## config.mk

```make
export PLATFORM = sky130hd
export DESIGN_NAME = uart_modport_flat
export DESIGN_NICKNAME = d
export VERILOG_FILES = /design/src/rtl/uart_modport_if.sv /design/src/rtl/uart_modport.sv /design/src/flat_wrapper.sv
export SDC_FILE = /design/constraint.sdc
export NUM_CORES = 1
export LEC_CHECK = 0
export BUFFER_PORTS_ARGS = -buffer_cell sky130_fd_sc_hd__clkbuf_2
export CAP_MARGIN = 40
export CORE_MARGIN = 2
export CORE_UTILIZATION = 55
export CTS_CLUSTER_DIAMETER = 40
export DETAILED_ROUTE_END_ITERATION = 7
export GPL_ROUTABILITY_DRIVEN = 0
export PLACE_DENSITY_LB_ADDON = 0.08
export SYNTH_ARGS = -nofsm -noshare
export SYNTH_HDL_FRONTEND = slang
export SYNTH_SLANG_ARGS = --single-unit
```

## constraint.sdc

```tcl
create_clock -name clk_i -period 7.3 [get_ports clk_i]
set_input_delay 1.46 -clock clk_i [delete_from_list [all_inputs] [get_ports clk_i]]
set_output_delay 1.46 -clock clk_i [all_outputs]
set_load 0.02 [all_outputs]
```

## src/rtl/uart_modport_if.sv

```systemverilog
// uart_modport_if: parallel byte handshake between a CSR front-end and the
// UART core.
//   tx_data_i/tx_valid_i  : byte offered by the front-end
//   tx_ready_o            : core accepts the byte when valid & ready
//   rx_data_o             : last received byte
//   rx_valid_o            : one-cycle pulse, rx_data_o is new
//   rx_frame_err_o        : pulse with rx_valid_o, stop bit was 0
//   rx_parity_err_o       : pulse with rx_valid_o, parity mismatch
// master = front-end side, slave = UART core side.
interface uart_modport_if;
  logic [7:0] tx_data_i;
  logic       tx_valid_i;
  logic       tx_ready_o;
  logic [7:0] rx_data_o;
  logic       rx_valid_o;
  logic       rx_frame_err_o;
  logic       rx_parity_err_o;

  modport master (
    output tx_data_i, tx_valid_i,
    input  tx_ready_o, rx_data_o, rx_valid_o, rx_frame_err_o, rx_parity_err_o
  );

  modport slave (
    input  tx_data_i, tx_valid_i,
    output tx_ready_o, rx_data_o, rx_valid_o, rx_frame_err_o, rx_parity_err_o
  );
endinterface

```

## src/rtl/uart_modport.sv

```systemverilog
// uart_modport: single-channel UART core, 8 data bits, optional parity,
// one stop bit, OVERSAMPLE ticks per bit from a programmable clock divider.
// Ports:
//   clk_i, rst_ni        : clock, asynchronous active-low reset
//   baud_div_i           : clocks per oversample tick (0 behaves as 1)
//   tx_en_i, rx_en_i     : transmitter / receiver enables
//   parity_en_i          : append / check a parity bit
//   parity_odd_i         : 1 = odd parity, 0 = even
//   tx_idle_o, rx_idle_o : no tx frame in flight / rx waiting for start bit
//   uart_rx_i            : serial input (idle high)
//   uart_tx_o            : serial output (idle high)
//   uart_tx_en_o         : pad output enable
//   bus                  : byte handshake (uart_modport_if.slave)
module uart_modport #(
  parameter int OVERSAMPLE = 16,
  parameter int DIV_W      = 16
) (
  input  logic             clk_i,
  input  logic             rst_ni,
  input  logic [DIV_W-1:0] baud_div_i,
  input  logic             tx_en_i,
  input  logic             rx_en_i,
  input  logic             parity_en_i,
  input  logic             parity_odd_i,
  output logic             tx_idle_o,
  output logic             rx_idle_o,
  input  logic             uart_rx_i,
  output logic             uart_tx_o,
  output logic             uart_tx_en_o,
  uart_modport_if.slave    bus
);
  localparam int TW = $clog2(OVERSAMPLE);
  localparam logic [TW-1:0] TICK_LAST = TW'(OVERSAMPLE - 1);
  // Three vote samples straddle the bit centre (7, 8, 9 for 16x).
  localparam logic [TW-1:0] SMP_A = TW'(OVERSAMPLE / 2 - 1);
  localparam logic [TW-1:0] SMP_B = TW'(OVERSAMPLE / 2);
  localparam logic [TW-1:0] SMP_C = TW'(OVERSAMPLE / 2 + 1);

  logic [DIV_W-1:0] div_last;
  assign div_last = (baud_div_i == '0) ? '0 : baud_div_i - DIV_W'(1);

  // ------------------------------------------------------------ transmitter
  typedef enum logic [2:0] {TX_IDLE, TX_START, TX_DATA, TX_PARITY, TX_STOP} tx_state_t;
  tx_state_t        tx_state_reg, tx_state_next;
  logic [DIV_W-1:0] tx_div_cnt_reg;
  logic [TW-1:0]    tx_tick_cnt_reg;
  logic [7:0]       tx_shift_reg, tx_shift_next;
  logic [2:0]       tx_bit_reg, tx_bit_next;
  logic             tx_line_reg, tx_line_next;
  logic             tx_par_en_reg, tx_par_en_next;
  logic             tx_par_bit_reg, tx_par_bit_next;
  logic             tx_oe_reg, armed_reg;
  logic             tx_tick, tx_bit_done, tx_ready, tx_accept;

  // armed_reg keeps ready low while reset is held and for one clock after.
  assign tx_ready    = armed_reg & tx_en_i & (tx_state_reg == TX_IDLE);
  assign tx_accept   = tx_ready & bus.tx_valid_i;
  assign tx_tick     = (tx_div_cnt_reg >= div_last);
  assign tx_bit_done = tx_tick & (tx_tick_cnt_reg == TICK_LAST);

  always_ff @(posedge clk_i or negedge rst_ni) begin
    if (!rst_ni) begin
      tx_state_reg    <= TX_IDLE;
      tx_div_cnt_reg  <= '0;
      tx_tick_cnt_reg <= '0;
      tx_shift_reg    <= '0;
      tx_bit_reg      <= '0;
      tx_line_reg     <= 1'b1;
      tx_par_en_reg   <= 1'b0;
      tx_par_bit_reg  <= 1'b0;
      tx_oe_reg       <= 1'b0;
      armed_reg       <= 1'b0;
    end else begin
      tx_state_reg   <= tx_state_next;
      tx_shift_reg   <= tx_shift_next;
      tx_bit_reg     <= tx_bit_next;
      tx_line_reg    <= tx_line_next;
      tx_par_en_reg  <= tx_par_en_next;
      tx_par_bit_reg <= tx_par_bit_next;
      tx_oe_reg      <= tx_en_i | (tx_state_reg != TX_IDLE);
      armed_reg      <= 1'b1;
      // Restarting the divider on acceptance aligns bit edges to it.
      tx_div_cnt_reg <= (tx_accept || tx_tick) ? '0 : tx_div_cnt_reg + DIV_W'(1);
      if (tx_accept) tx_tick_cnt_reg <= '0;
      else if (tx_tick) tx_tick_cnt_reg <= tx_tick_cnt_reg + TW'(1);
    end
  end

  always_comb begin
    tx_state_next   = tx_state_reg;
    tx_shift_next   = tx_shift_reg;
    tx_bit_next     = tx_bit_reg;
    tx_line_next    = tx_line_reg;
    tx_par_en_next  = tx_par_en_reg;
    tx_par_bit_next = tx_par_bit_reg;
    case (tx_state_reg)
      TX_IDLE: begin
        tx_line_next = 1'b1;
        if (tx_accept) begin
          tx_state_next   = TX_START;
          tx_shift_next   = bus.tx_data_i;
          tx_line_next    = 1'b0;
          tx_par_en_next  = parity_en_i;
          tx_par_bit_next = (^bus.tx_data_i) ^ parity_odd_i;
        end
      end
      TX_START: if (tx_bit_done) begin
        tx_state_next = TX_DATA;
        tx_bit_next   = '0;
        tx_line_next  = tx_shift_reg[0];
      end
      TX_DATA: if (tx_bit_done) begin
        if (tx_bit_reg == 3'd7) begin
          tx_state_next = tx_par_en_reg ? TX_PARITY : TX_STOP;
          tx_line_next  = tx_par_en_reg ? tx_par_bit_reg : 1'b1;
        end else begin
          tx_bit_next   = tx_bit_reg + 3'd1;
          tx_shift_next = {1'b0, tx_shift_reg[7:1]};
          tx_line_next  = tx_shift_reg[1];
        end
      end
      TX_PARITY: if (tx_bit_done) begin
        tx_state_next = TX_STOP;
        tx_line_next  = 1'b1;
      end
      TX_STOP: if (tx_bit_done) tx_state_next = TX_IDLE;
      default: begin
        tx_state_next = TX_IDLE;
        tx_line_next  = 1'b1;
      end
    endcase
  end

  assign bus.tx_ready_o = tx_ready;
  assign tx_idle_o      = (tx_state_reg == TX_IDLE);
  assign uart_tx_o      = tx_line_reg;
  assign uart_tx_en_o   = tx_oe_reg;

  // --------------------------------------------------------------- receiver
  typedef enum logic [2:0] {RX_IDLE, RX_START, RX_DATA, RX_PARITY, RX_STOP, RX_BREAK} rx_state_t;
  rx_state_t        rx_state_reg, rx_state_next;
  logic [1:0]       rx_sync_reg;
  logic             rx_prev_reg;
  logic [DIV_W-1:0] rx_div_cnt_reg;
  logic [TW-1:0]    rx_tick_cnt_reg;
  logic [1:0]       rx_smp_reg;
  logic [7:0]       rx_shift_reg, rx_shift_next;
  logic [2:0]       rx_bit_reg, rx_bit_next;
  logic             rx_par_en_reg, rx_par_en_next, rx_par_odd_reg, rx_par_odd_next;
  logic             rx_perr_pend_reg, rx_perr_pend_next;
  logic [7:0]       rx_data_reg, rx_data_next;
  logic             rx_valid_reg, rx_valid_next;
  logic             rx_ferr_reg, rx_ferr_next, rx_perr_reg, rx_perr_next;
  logic             rx_line, rx_start, rx_tick, rx_vote_stb, rx_vote;

  assign rx_line     = rx_sync_reg[1];
  assign rx_start    = rx_en_i & (rx_state_reg == RX_IDLE) & rx_prev_reg & ~rx_line;
  assign rx_tick     = (rx_div_cnt_reg >= div_last);
  assign rx_vote_stb = rx_tick & (rx_tick_cnt_reg == SMP_C);
  // Majority of the two stored samples and the one taken right now.
  assign rx_vote = (rx_smp_reg[0] & rx_smp_reg[1]) | (rx_smp_reg[0] & rx_line) |
                   (rx_smp_reg[1] & rx_line);

  always_ff @(posedge clk_i or negedge rst_ni) begin
    if (!rst_ni) begin
      rx_state_reg     <= RX_IDLE;
      rx_sync_reg      <= 2'b11;
      rx_prev_reg      <= 1'b1;
      rx_div_cnt_reg   <= '0;
      rx_tick_cnt_reg  <= '0;
      rx_smp_reg       <= 2'b11;
      rx_shift_reg     <= '0;
      rx_bit_reg       <= '0;
      rx_par_en_reg    <= 1'b0;
      rx_par_odd_reg   <= 1'b0;
      rx_perr_pend_reg <= 1'b0;
      rx_data_reg      <= '0;
      rx_valid_reg     <= 1'b0;
      rx_ferr_reg      <= 1'b0;
      rx_perr_reg      <= 1'b0;
    end else begin
      rx_state_reg     <= rx_state_next;
      rx_sync_reg      <= {rx_sync_reg[0], uart_rx_i};
      rx_prev_reg      <= rx_line;
      rx_shift_reg     <= rx_shift_next;
      rx_bit_reg       <= rx_bit_next;
      rx_par_en_reg    <= rx_par_en_next;
      rx_par_odd_reg   <= rx_par_odd_next;
      rx_perr_pend_reg <= rx_perr_pend_next;
      rx_data_reg      <= rx_data_next;
      rx_valid_reg     <= rx_valid_next;
      rx_ferr_reg      <= rx_ferr_next;
      rx_perr_reg      <= rx_perr_next;
      // Receiver bit timing is anchored to the detected start edge.
      rx_div_cnt_reg <= (rx_start || rx_tick) ? '0 : rx_div_cnt_reg + DIV_W'(1);
      if (rx_start) rx_tick_cnt_reg <= '0;
      else if (rx_tick) rx_tick_cnt_reg <= rx_tick_cnt_reg + TW'(1);
      if (rx_tick && rx_tick_cnt_reg == SMP_A) rx_smp_reg[0] <= rx_line;
      if (rx_tick && rx_tick_cnt_reg == SMP_B) rx_smp_reg[1] <= rx_line;
    end
  end

  always_comb begin
    rx_state_next     = rx_state_reg;
    rx_shift_next     = rx_shift_reg;
    rx_bit_next       = rx_bit_reg;
    rx_par_en_next    = rx_par_en_reg;
    rx_par_odd_next   = rx_par_odd_reg;
    rx_perr_pend_next = rx_perr_pend_reg;
    rx_data_next      = rx_data_reg;
    rx_valid_next     = 1'b0;
    rx_ferr_next      = 1'b0;
    rx_perr_next      = 1'b0;
    if (!rx_en_i) begin
      rx_state_next = RX_IDLE;
    end else begin
      case (rx_state_reg)
        RX_IDLE: if (rx_start) begin
          rx_state_next     = RX_START;
          rx_par_en_next    = parity_en_i;
          rx_par_odd_next   = parity_odd_i;
          rx_perr_pend_next = 1'b0;
        end
        RX_START: if (rx_vote_stb) begin
          rx_state_next = rx_vote ? RX_IDLE : RX_DATA;  // high vote = glitch
          rx_bit_next   = '0;
        end
        RX_DATA: if (rx_vote_stb) begin
          rx_shift_next = {rx_vote, rx_shift_reg[7:1]};
          rx_bit_next   = rx_bit_reg + 3'd1;
          if (rx_bit_reg == 3'd7) rx_state_next = rx_par_en_reg ? RX_PARITY : RX_STOP;
        end
        RX_PARITY: if (rx_vote_stb) begin
          rx_perr_pend_next = rx_vote ^ (^rx_shift_reg) ^ rx_par_odd_reg;
          rx_state_next     = RX_STOP;
        end
        RX_STOP: if (rx_vote_stb) begin
          rx_data_next  = rx_shift_reg;
          rx_valid_next = 1'b1;
          rx_ferr_next  = ~rx_vote;
          rx_perr_next  = rx_par_en_reg & rx_perr_pend_reg;
          // Leave mid stop bit so a following start edge is not missed.
          rx_state_next = rx_vote ? RX_IDLE : RX_BREAK;
        end
        RX_BREAK: if (rx_line) rx_state_next = RX_IDLE;
        default: rx_state_next = RX_IDLE;
      endcase
    end
  end

  assign rx_idle_o           = (rx_state_reg == RX_IDLE);
  assign bus.rx_data_o       = rx_data_reg;
  assign bus.rx_valid_o      = rx_valid_reg;
  assign bus.rx_frame_err_o  = rx_ferr_reg;
  assign bus.rx_parity_err_o = rx_perr_reg;
endmodule

```

## src/flat_wrapper.sv

```systemverilog
// flat-port wrapper written by rule: the top's interface ports become plain ports
module uart_modport_flat 
#(
  parameter int OVERSAMPLE = 16,
  parameter int DIV_W      = 16
)
  (clk_i, rst_ni, baud_div_i, tx_en_i, rx_en_i, parity_en_i, parity_odd_i, tx_idle_o, rx_idle_o, uart_rx_i, uart_tx_o, uart_tx_en_o, bus_tx_data_i, bus_tx_valid_i, bus_tx_ready_o, bus_rx_data_o, bus_rx_valid_o, bus_rx_frame_err_o, bus_rx_parity_err_o);
  uart_modport_if bus_i ();
  input  logic clk_i;
  input  logic rst_ni;
  input  logic [DIV_W-1:0] baud_div_i;
  input  logic tx_en_i;
  input  logic rx_en_i;
  input  logic parity_en_i;
  input  logic parity_odd_i;
  output logic tx_idle_o;
  output logic rx_idle_o;
  input  logic uart_rx_i;
  output logic uart_tx_o;
  output logic uart_tx_en_o;
  input wire logic [$bits(bus_i.tx_data_i)-1:0] bus_tx_data_i;
  input wire logic [$bits(bus_i.tx_valid_i)-1:0] bus_tx_valid_i;
  output wire logic [$bits(bus_i.tx_ready_o)-1:0] bus_tx_ready_o;
  output wire logic [$bits(bus_i.rx_data_o)-1:0] bus_rx_data_o;
  output wire logic [$bits(bus_i.rx_valid_o)-1:0] bus_rx_valid_o;
  output wire logic [$bits(bus_i.rx_frame_err_o)-1:0] bus_rx_frame_err_o;
  output wire logic [$bits(bus_i.rx_parity_err_o)-1:0] bus_rx_parity_err_o;
  assign bus_i.tx_data_i = bus_tx_data_i;
  assign bus_i.tx_valid_i = bus_tx_valid_i;
  assign bus_tx_ready_o = bus_i.tx_ready_o;
  assign bus_rx_data_o = bus_i.rx_data_o;
  assign bus_rx_valid_o = bus_i.rx_valid_o;
  assign bus_rx_frame_err_o = bus_i.rx_frame_err_o;
  assign bus_rx_parity_err_o = bus_i.rx_parity_err_o;
  uart_modport #(.OVERSAMPLE(OVERSAMPLE), .DIV_W(DIV_W)) u_core (.clk_i(clk_i), .rst_ni(rst_ni), .baud_div_i(baud_div_i), .tx_en_i(tx_en_i), .rx_en_i(rx_en_i), .parity_en_i(parity_en_i), .parity_odd_i(parity_odd_i), .tx_idle_o(tx_idle_o), .rx_idle_o(rx_idle_o), .uart_rx_i(uart_rx_i), .uart_tx_o(uart_tx_o), .uart_tx_en_o(uart_tx_en_o), .bus(bus_i));
endmodule
```

After elaboration in Yosys (flattened, before gate mapping)
Cells that the tools add are included.
{"block": "totals", "ramBits": 0, "mem_count": 0, "romBits": 0, "out_inout_bits": 16, "elab_cells": 172, "latchBits": 0, "inputBits": 32, "ff_bits": 92}
{"block": "op_classes", "shift": 0, "reduce_logical": 27, "eq_ne": 33, "muxes": 56, "mul": 0, "bitwise_logic": 21, "addsub": 7, "div_mod_pow": 0, "magnitude_cmp": 2}
{"op": "$mux 3", "n": 21}
{"op": "$mux 16", "n": 3}
{"op": "$add 16x1->16 const B", "n": 2}
{"op": "$ge 16x16->1", "n": 2}
{"op": "$mux 8", "n": 3}
{"op": "$ne 3x2->1 const B", "n": 7}
{"op": "$ne 2x1->1 const B", "n": 10}
{"op": "$reduce_and 4->1", "n": 5}
{"op": "$pmux 3 s6", "n": 1}
{"op": "$mux 1", "n": 17}
{"op": "$logic_not 16->1", "n": 1}
{"op": "$mux 4", "n": 4}
{"op": "$pmux 8 s2", "n": 1}
{"op": "$reduce_xor 8->1", "n": 2}
{"op": "$sub 16x1->16 const B", "n": 1}
{"op": "$eq 3x3->1 const B", "n": 5}
{"op": "$pmux 3 s5", "n": 1}
{"op": "$and 1x1->1", "n": 12}
{"op": "$eq 3x2->1 const B", "n": 4}
{"op": "$eq 4x4->1 const B", "n": 3}
{"op": "$pmux 3 s2", "n": 2}
{"op": "$reduce_bool 2->1", "n": 6}
{"op": "$reduce_and 3->1", "n": 3}
{"op": "$add 4x1->4 const B", "n": 2}
{"op": "other kinds (17)", "n": 28}

Logic depth before layout (Yosys ltp)
{"block": "logic_depth", "word_depth": 7, "depth_mapped": 15, "mapped_depth_nobuf": 13}

Least setup slack after synthesis
Ideal clock, no wire load.
{"block": "synth_timing", "kind": "input -> register", "startpoint": "in baud_div_i[7]", "endpoint": "reg u_core.rx_data_reg[0], in the netlist u_core.bus.rx_data_o[0]", "path_slack_ps": 2076, "path_stages": 14, "n_path_buf": 2, "arrival_ps": 5099, "setup_time_ps": 125, "required_time_ps": 7175, "path_cell_list": "or4_1 > nor3_1 > nor3b_1 > nand4b_1 > clkbuf_1 > nand2_1 > ha_1 > nand4_1 > or4_1 > o32a_2 > a21oi_4 > nand4_4 > buf_6 > mux2_4"}
{"block": "synth_via", "elab_chain_len": 5, "elab_cells_between_ends": 6, "classes_between": "1 x add/sub; 1 x order compare; 1 x mux; 1 x bitwise; 2 x reduce/logical"}
{"item": "start: declaration", "line": "flat_wrapper.sv:11", "text": "input logic [DIV_W-1:0] baud_div_i;"}
{"item": "$sub 16x1->16 / $logic_not 16->1 (equally long branches)", "line": "uart_modport.sv:40", "text": "assign div_last = (baud_div_i == '0) ? '0 : baud_div_i - DIV_W'(1);"}
{"item": "$mux 16 (*)", "line": "uart_modport.sv:40"}
{"item": "$ge 16x16->1 (*)", "line": "uart_modport.sv:158", "text": "assign rx_tick = (rx_div_cnt_reg >= div_last);"}
{"item": "$and 1x1->1 (*)", "line": "uart_modport.sv:159", "text": "assign rx_vote_stb = rx_tick & (rx_tick_cnt_reg == SMP_C);"}
{"item": "$reduce_and 3->1 (no line) (*)"}
{"item": "end signal: assignment", "line": "uart_modport.sv:190", "text": "rx_data_reg <= rx_data_next;"}
{"item": "end: declaration", "line": "uart_modport.sv:151", "text": "logic [7:0] rx_data_reg, rx_data_next;"}
Mark *: on every way between the ends. The rest lies on a longest branch, timed or not.
A chain may end at the register's enable or synchronous reset.

Final worst setup path
{"block": "layout_timing", "startpoint": "in baud_div_i[6]", "endpoint": "reg u_core.tx_shift_reg[2]"}
{"block": "layout_via", "elab_chain_len": 6, "elab_cells_between_ends": 7, "classes_between": "1 x add/sub; 1 x order compare; 1 x eq/ne; 1 x mux; 1 x bitwise; 2 x reduce/logical"}
{"item": "$sub 16x1->16 / $logic_not 16->1 (equally long branches)", "line": "uart_modport.sv:40"}
{"item": "$mux 16 (*)", "line": "uart_modport.sv:40"}
{"item": "$ge 16x16->1 (*)", "line": "uart_modport.sv:58", "text": "assign tx_tick = (tx_div_cnt_reg >= div_last);"}
{"item": "$and 1x1->1 (*)", "line": "uart_modport.sv:59", "text": "assign tx_bit_done = tx_tick & (tx_tick_cnt_reg == TICK_LAST);"}
{"item": "$ne 2x1->1 (no line) (*)"}
{"item": "$reduce_and 4->1 (no line) (*)"}
{"item": "end signal: assignment", "line": "uart_modport.sv:75", "text": "tx_shift_reg <= tx_shift_next;"}
{"item": "end: declaration", "line": "uart_modport.sv:47", "text": "logic [7:0] tx_shift_reg, tx_shift_next;"}
Marks and branches as above.

==> results_tabular.tex <==
\begin{tabular}{lr}
\hline
Metric & Value \\
\hline
\multicolumn{2}{l}{\textbf{Placed design}} \\
Number of cells after detailed placement & just over 700 \\
DP HPWL & 8.30 mm \\
Number of buffer cells added on primary ports & 47 \\
\multicolumn{2}{l}{\textbf{Global routing}} \\
Maximum number of pins on one net before global-route repair & 45 \\
Wire length of the first global-routing pass & roughly 19 mm \\
Number of global-route vias before repair & about 4000 \\
Number of antenna violations at the first check in global routing & 0 \\
Global-route usage over all layers & 0.218 \\
GR Overflow Total & 0 \\
\multicolumn{2}{l}{\textbf{Power}} \\
Pwr Density & 202 mW/mm2 \\
IR Drop Worst-Case VDD & roughly 0.18 mV \\
Leak pwr & 2.91 nW \\
\multicolumn{2}{l}{\textbf{Routing}} \\
DRC marker count from the first detailed-route iteration & 181 \\
Total wire length after detailed routing & about 11 mm \\
DR vias & 4067 \\
Drc violations & 0 \\
First-pass iteration count of the detailed router & 4 \\
Average wire per standard cell & 14.8 um \\
Average vias per placed instance & about 5.5 \\
Detail Route Antenna Nets & 0 \\
\multicolumn{2}{l}{\textbf{Clock tree}} \\
CTS tree & yes \\
Post-CTS setup buffer count & 0 \\
CTS Hold Bufs & 0 \\
Clock Sink Count & 92 \\
Clock Path Buffers & 2 \\
Total number of H-tree levels & 3 \\
Total clock buffers created by CTS & 9 \\
Insertion delay to the later sink of the worst-skew pair & 0.38 ns \\
Root buffer cell & clkbuf\_8 \\
Gates resized, CTS repair & 0 \\
Register clock-pin slew on the reported worst setup and hold paths & $\sim$0.1 ns \\
\multicolumn{2}{l}{\textbf{Logic synthesis}} \\
Sequential cell area fraction in the yosys report & 0.418 \\
Number of synthesis warnings & 0 \\
Avg Inst Size Synth & 10.0 um2 \\
Asr flop ratio synth & 1.00 \\
Most used flip-flop cell after synthesis & dfrtp\_1 \\
Post-synthesis cell type with the largest combined area & dfrtp\_1 \\
EDFF count, synth & 0 \\
Post-synthesis instance total & roughly 550 \\
Library cells used by synthesis & 62 \\
Cell area after synthesis & between 0.005 and 0.006 mm2 \\
Nets in the synthesized netlist & approximately 630 \\
Yosys reg bits & 92 \\
Post-synth top area share & 0.390 \\
Top cells by area in the synthesized netlist & dfrtp\_1, ha\_1, mux2\_2 \\
\multicolumn{2}{l}{\textbf{Floorplan}} \\
Placeable core area & 0.00977 mm2 \\
Chip width & 104 um \\
Total die area & 0.0109 mm2 \\
Die extent in y & $\sim$100 um \\
Ports & between 40 and 50 \\
Standard-cell row count & 36 \\
Initial core utilization & 0.565 \\
\multicolumn{2}{l}{\textbf{Final layout}} \\
Filler Cell Count & 830 \\
Fraction of final layout cells sized beyond drive strength 1 & 0.185 \\
Non-filler cells, final & roughly 740 \\
Leading cell types in the layout, fill and taps excluded & dfrtp\_1, nor2\_1, nand2\_1 \\
Ant diodes & 0 \\
Count of nets after finishing & 675 \\
Area growth syn-to-layout & 10.1\% \\
Most frequent standard cell in the layout excluding fill and tap cells & dfrtp\_1 \\
\multicolumn{2}{l}{\textbf{STA}} \\
Final Max Slew Viols & 0 \\
Skew final & 0.00880 ns \\
RSZ-0062 raised after global routing & false \\
Share of the clock period used by the worst path after layout & 0.784 \\
Max Freq & around 0.17 GHz \\
Worst slew pin tran & about 0.64 ns \\
Final sum of negative setup slack & 0 ns \\
Setup violators final & 0 \\
Min Clock Period, post-route & approximately 5.7 ns \\
Number of failing hold endpoints at the final stage & 0 \\
Normalized max-slew margin & 0.570 \\
\multicolumn{2}{l}{\textbf{Critical path}} \\
Category of the worst setup path capture point & register \\
Arrival time of the worst setup path & approximately 6 ns \\
Setup Crit Path Kind & input pin to register \\
Delay of the slowest critical-path stage & 0.58 ns \\
Slowest-stage cell, CP & or4\_1 \\
Critical path peak fanout & 16 \\
Data required, critical path & 7.57 ns \\
Critical path, cell by cell & clkbuf\_2 > or4\_1 > nor3\_1 > nor3b\_1 > nand4b\_1 > and2\_1 > ha\_1 > nand2b\_1 > a2111o\_1 > a311oi\_2 > a21oi\_1 > nor2\_2 > mux2\_2 \\
Crit path launch type & input pin \\
\multicolumn{2}{l}{\textbf{Worst hold path}} \\
Min-Delay Path Class & register to register \\
\multicolumn{2}{l}{\textbf{Flow run}} \\
Max Cap Violations & 0 \\
\multicolumn{2}{l}{\textbf{Status}} \\
Status & finished clean \\
\hline
\end{tabular}
## critical path: cells and delay by family
| kind | cells | cell delay [ns] |
|---|---|---|
| buffers and inverters | 1 | 0.10 |
| AND/OR/NAND/NOR | 7 | 2.59 |
| AO/OA/AOI/OAI | 3 | 1.17 |
| multiplexers | 1 | 0.38 |
| adder cells (fa/ha/maj) | 1 | 0.27 |
## routing by layer
metal,up-vias,share of wire,GRT usage
met1,1944,0.46,0.288
met5,-,0,0
met3,10,0.039,0.0564
li1,2040,-,-
met2,73,0.49,0.361
met4,0,0.010,0.0512
## power breakdown
part / internal [mW] / leakage [nW] / switching, mW
Clock: 0.133 / 0.0922 / 0.206
Sequential: 0.554 / 1.22 / 0.0688
Combinational: 0.114 / 1.59 / 0.152
## cell usage after synthesis, types with 2 or more instances
master / instances
xor2_1: 29
ha_1: 44
nand4_1: 11
nand4b_1: 2
nor4_1: 2
xnor2_1: 32
nor2_1: 63
o21ai_0: 16
nor2b_1: 3
and4_1: 4
o21a_1: 4
nand4_4: 2
o22ai_1: 2
dfstp_2: 6
or4_1: 3
nand2b_1: 10
nand3_1: 26
a211o_1: 2
mux2i_1: 2
mux2_4: 7
inv_1: 18
nand3b_1: 4
a21oi_1: 22
nor3_1: 8
o2111ai_1: 2
nand2_1: 58
clkbuf_1: 7
a31oi_1: 2
a22o_1: 3
a21boi_0: 4
and3_1: 8
dfrtp_1: 86
buf_4: 3
a2111oi_0: 2
mux2_2: 25
nor4b_1: 4
## cells by family (layout without fill, tap and decap cells)
kind of cell               count (synthesis)  in the layout  synth area share
adders and majority gates                 45             45             0.101
other                                      1              1          0.000679
muxes                                     34             34            0.0736
DFF                                       92             92             0.418
buffers and inverters                     31             83            0.0254
and+or+nand+nor                          214            214             0.193
xor gates and xnor gates                  61             61            0.0967
AOI/OAI and AO/OA                         74             74            0.0913
## cell type report
type / instances / area (um2) / share of cell area
flip-flops and latches: 92 / 2310 / 0.380
repair buffers: 49 / 273 / 0.0449
clock inverters: 7 / 66.3 / 0.0109
inverters: 18 / 67.6 / 0.0111
well taps: 133 / 166 / 0.0274
multi-input cells: 429 / 3070 / 0.506
clock buffers: 9 / 124 / 0.0204
## through the flow
| step | hold WS [ns] | power, mW | instance area, um2 | setup slack, ns | util |
|---|---|---|---|---|---|
| after floorplan | 0.345 | 0.822 | 5520 | 2.08 | - |
| final | 0.362 | 1.23 | 6080 | 1.58 | 0.622 |
| after global routing | 0.371 | 1.32 | 6080 | 1.22 | 0.622 |
| after detailed placement | 0.349 | 0.900 | 5890 | 1.22 | 0.603 |
| after global placement | 0.346 | 0.888 | 5860 | 1.46 | 0.600 |
| after CTS | 0.364 | 1.24 | 6080 | 1.62 | 0.622 |
## path summary, 6_finish.rpt
check	startpoint	end	slack (ns)	cells after the start
max	baud_div_i[6]	u_core.tx_shift_reg[2]	1.58	13
min	u_core.rx_sync_reg[0]	u_core.rx_sync_reg[1]	0.36	0
max reg2reg	u_core.tx_div_cnt_reg[0]	u_core.tx_shift_reg[2]	4.34	8
min reg2reg	u_core.rx_sync_reg[0]	u_core.rx_sync_reg[1]	0.36	0
max in group asynchronous	rst_ni	u_core.uart_tx_o	5.35	3
min in group asynchronous	rst_ni	u_core.rx_div_cnt_reg[7]	0.95	1
No activity file was read; power rests on OpenSTA's default activity.
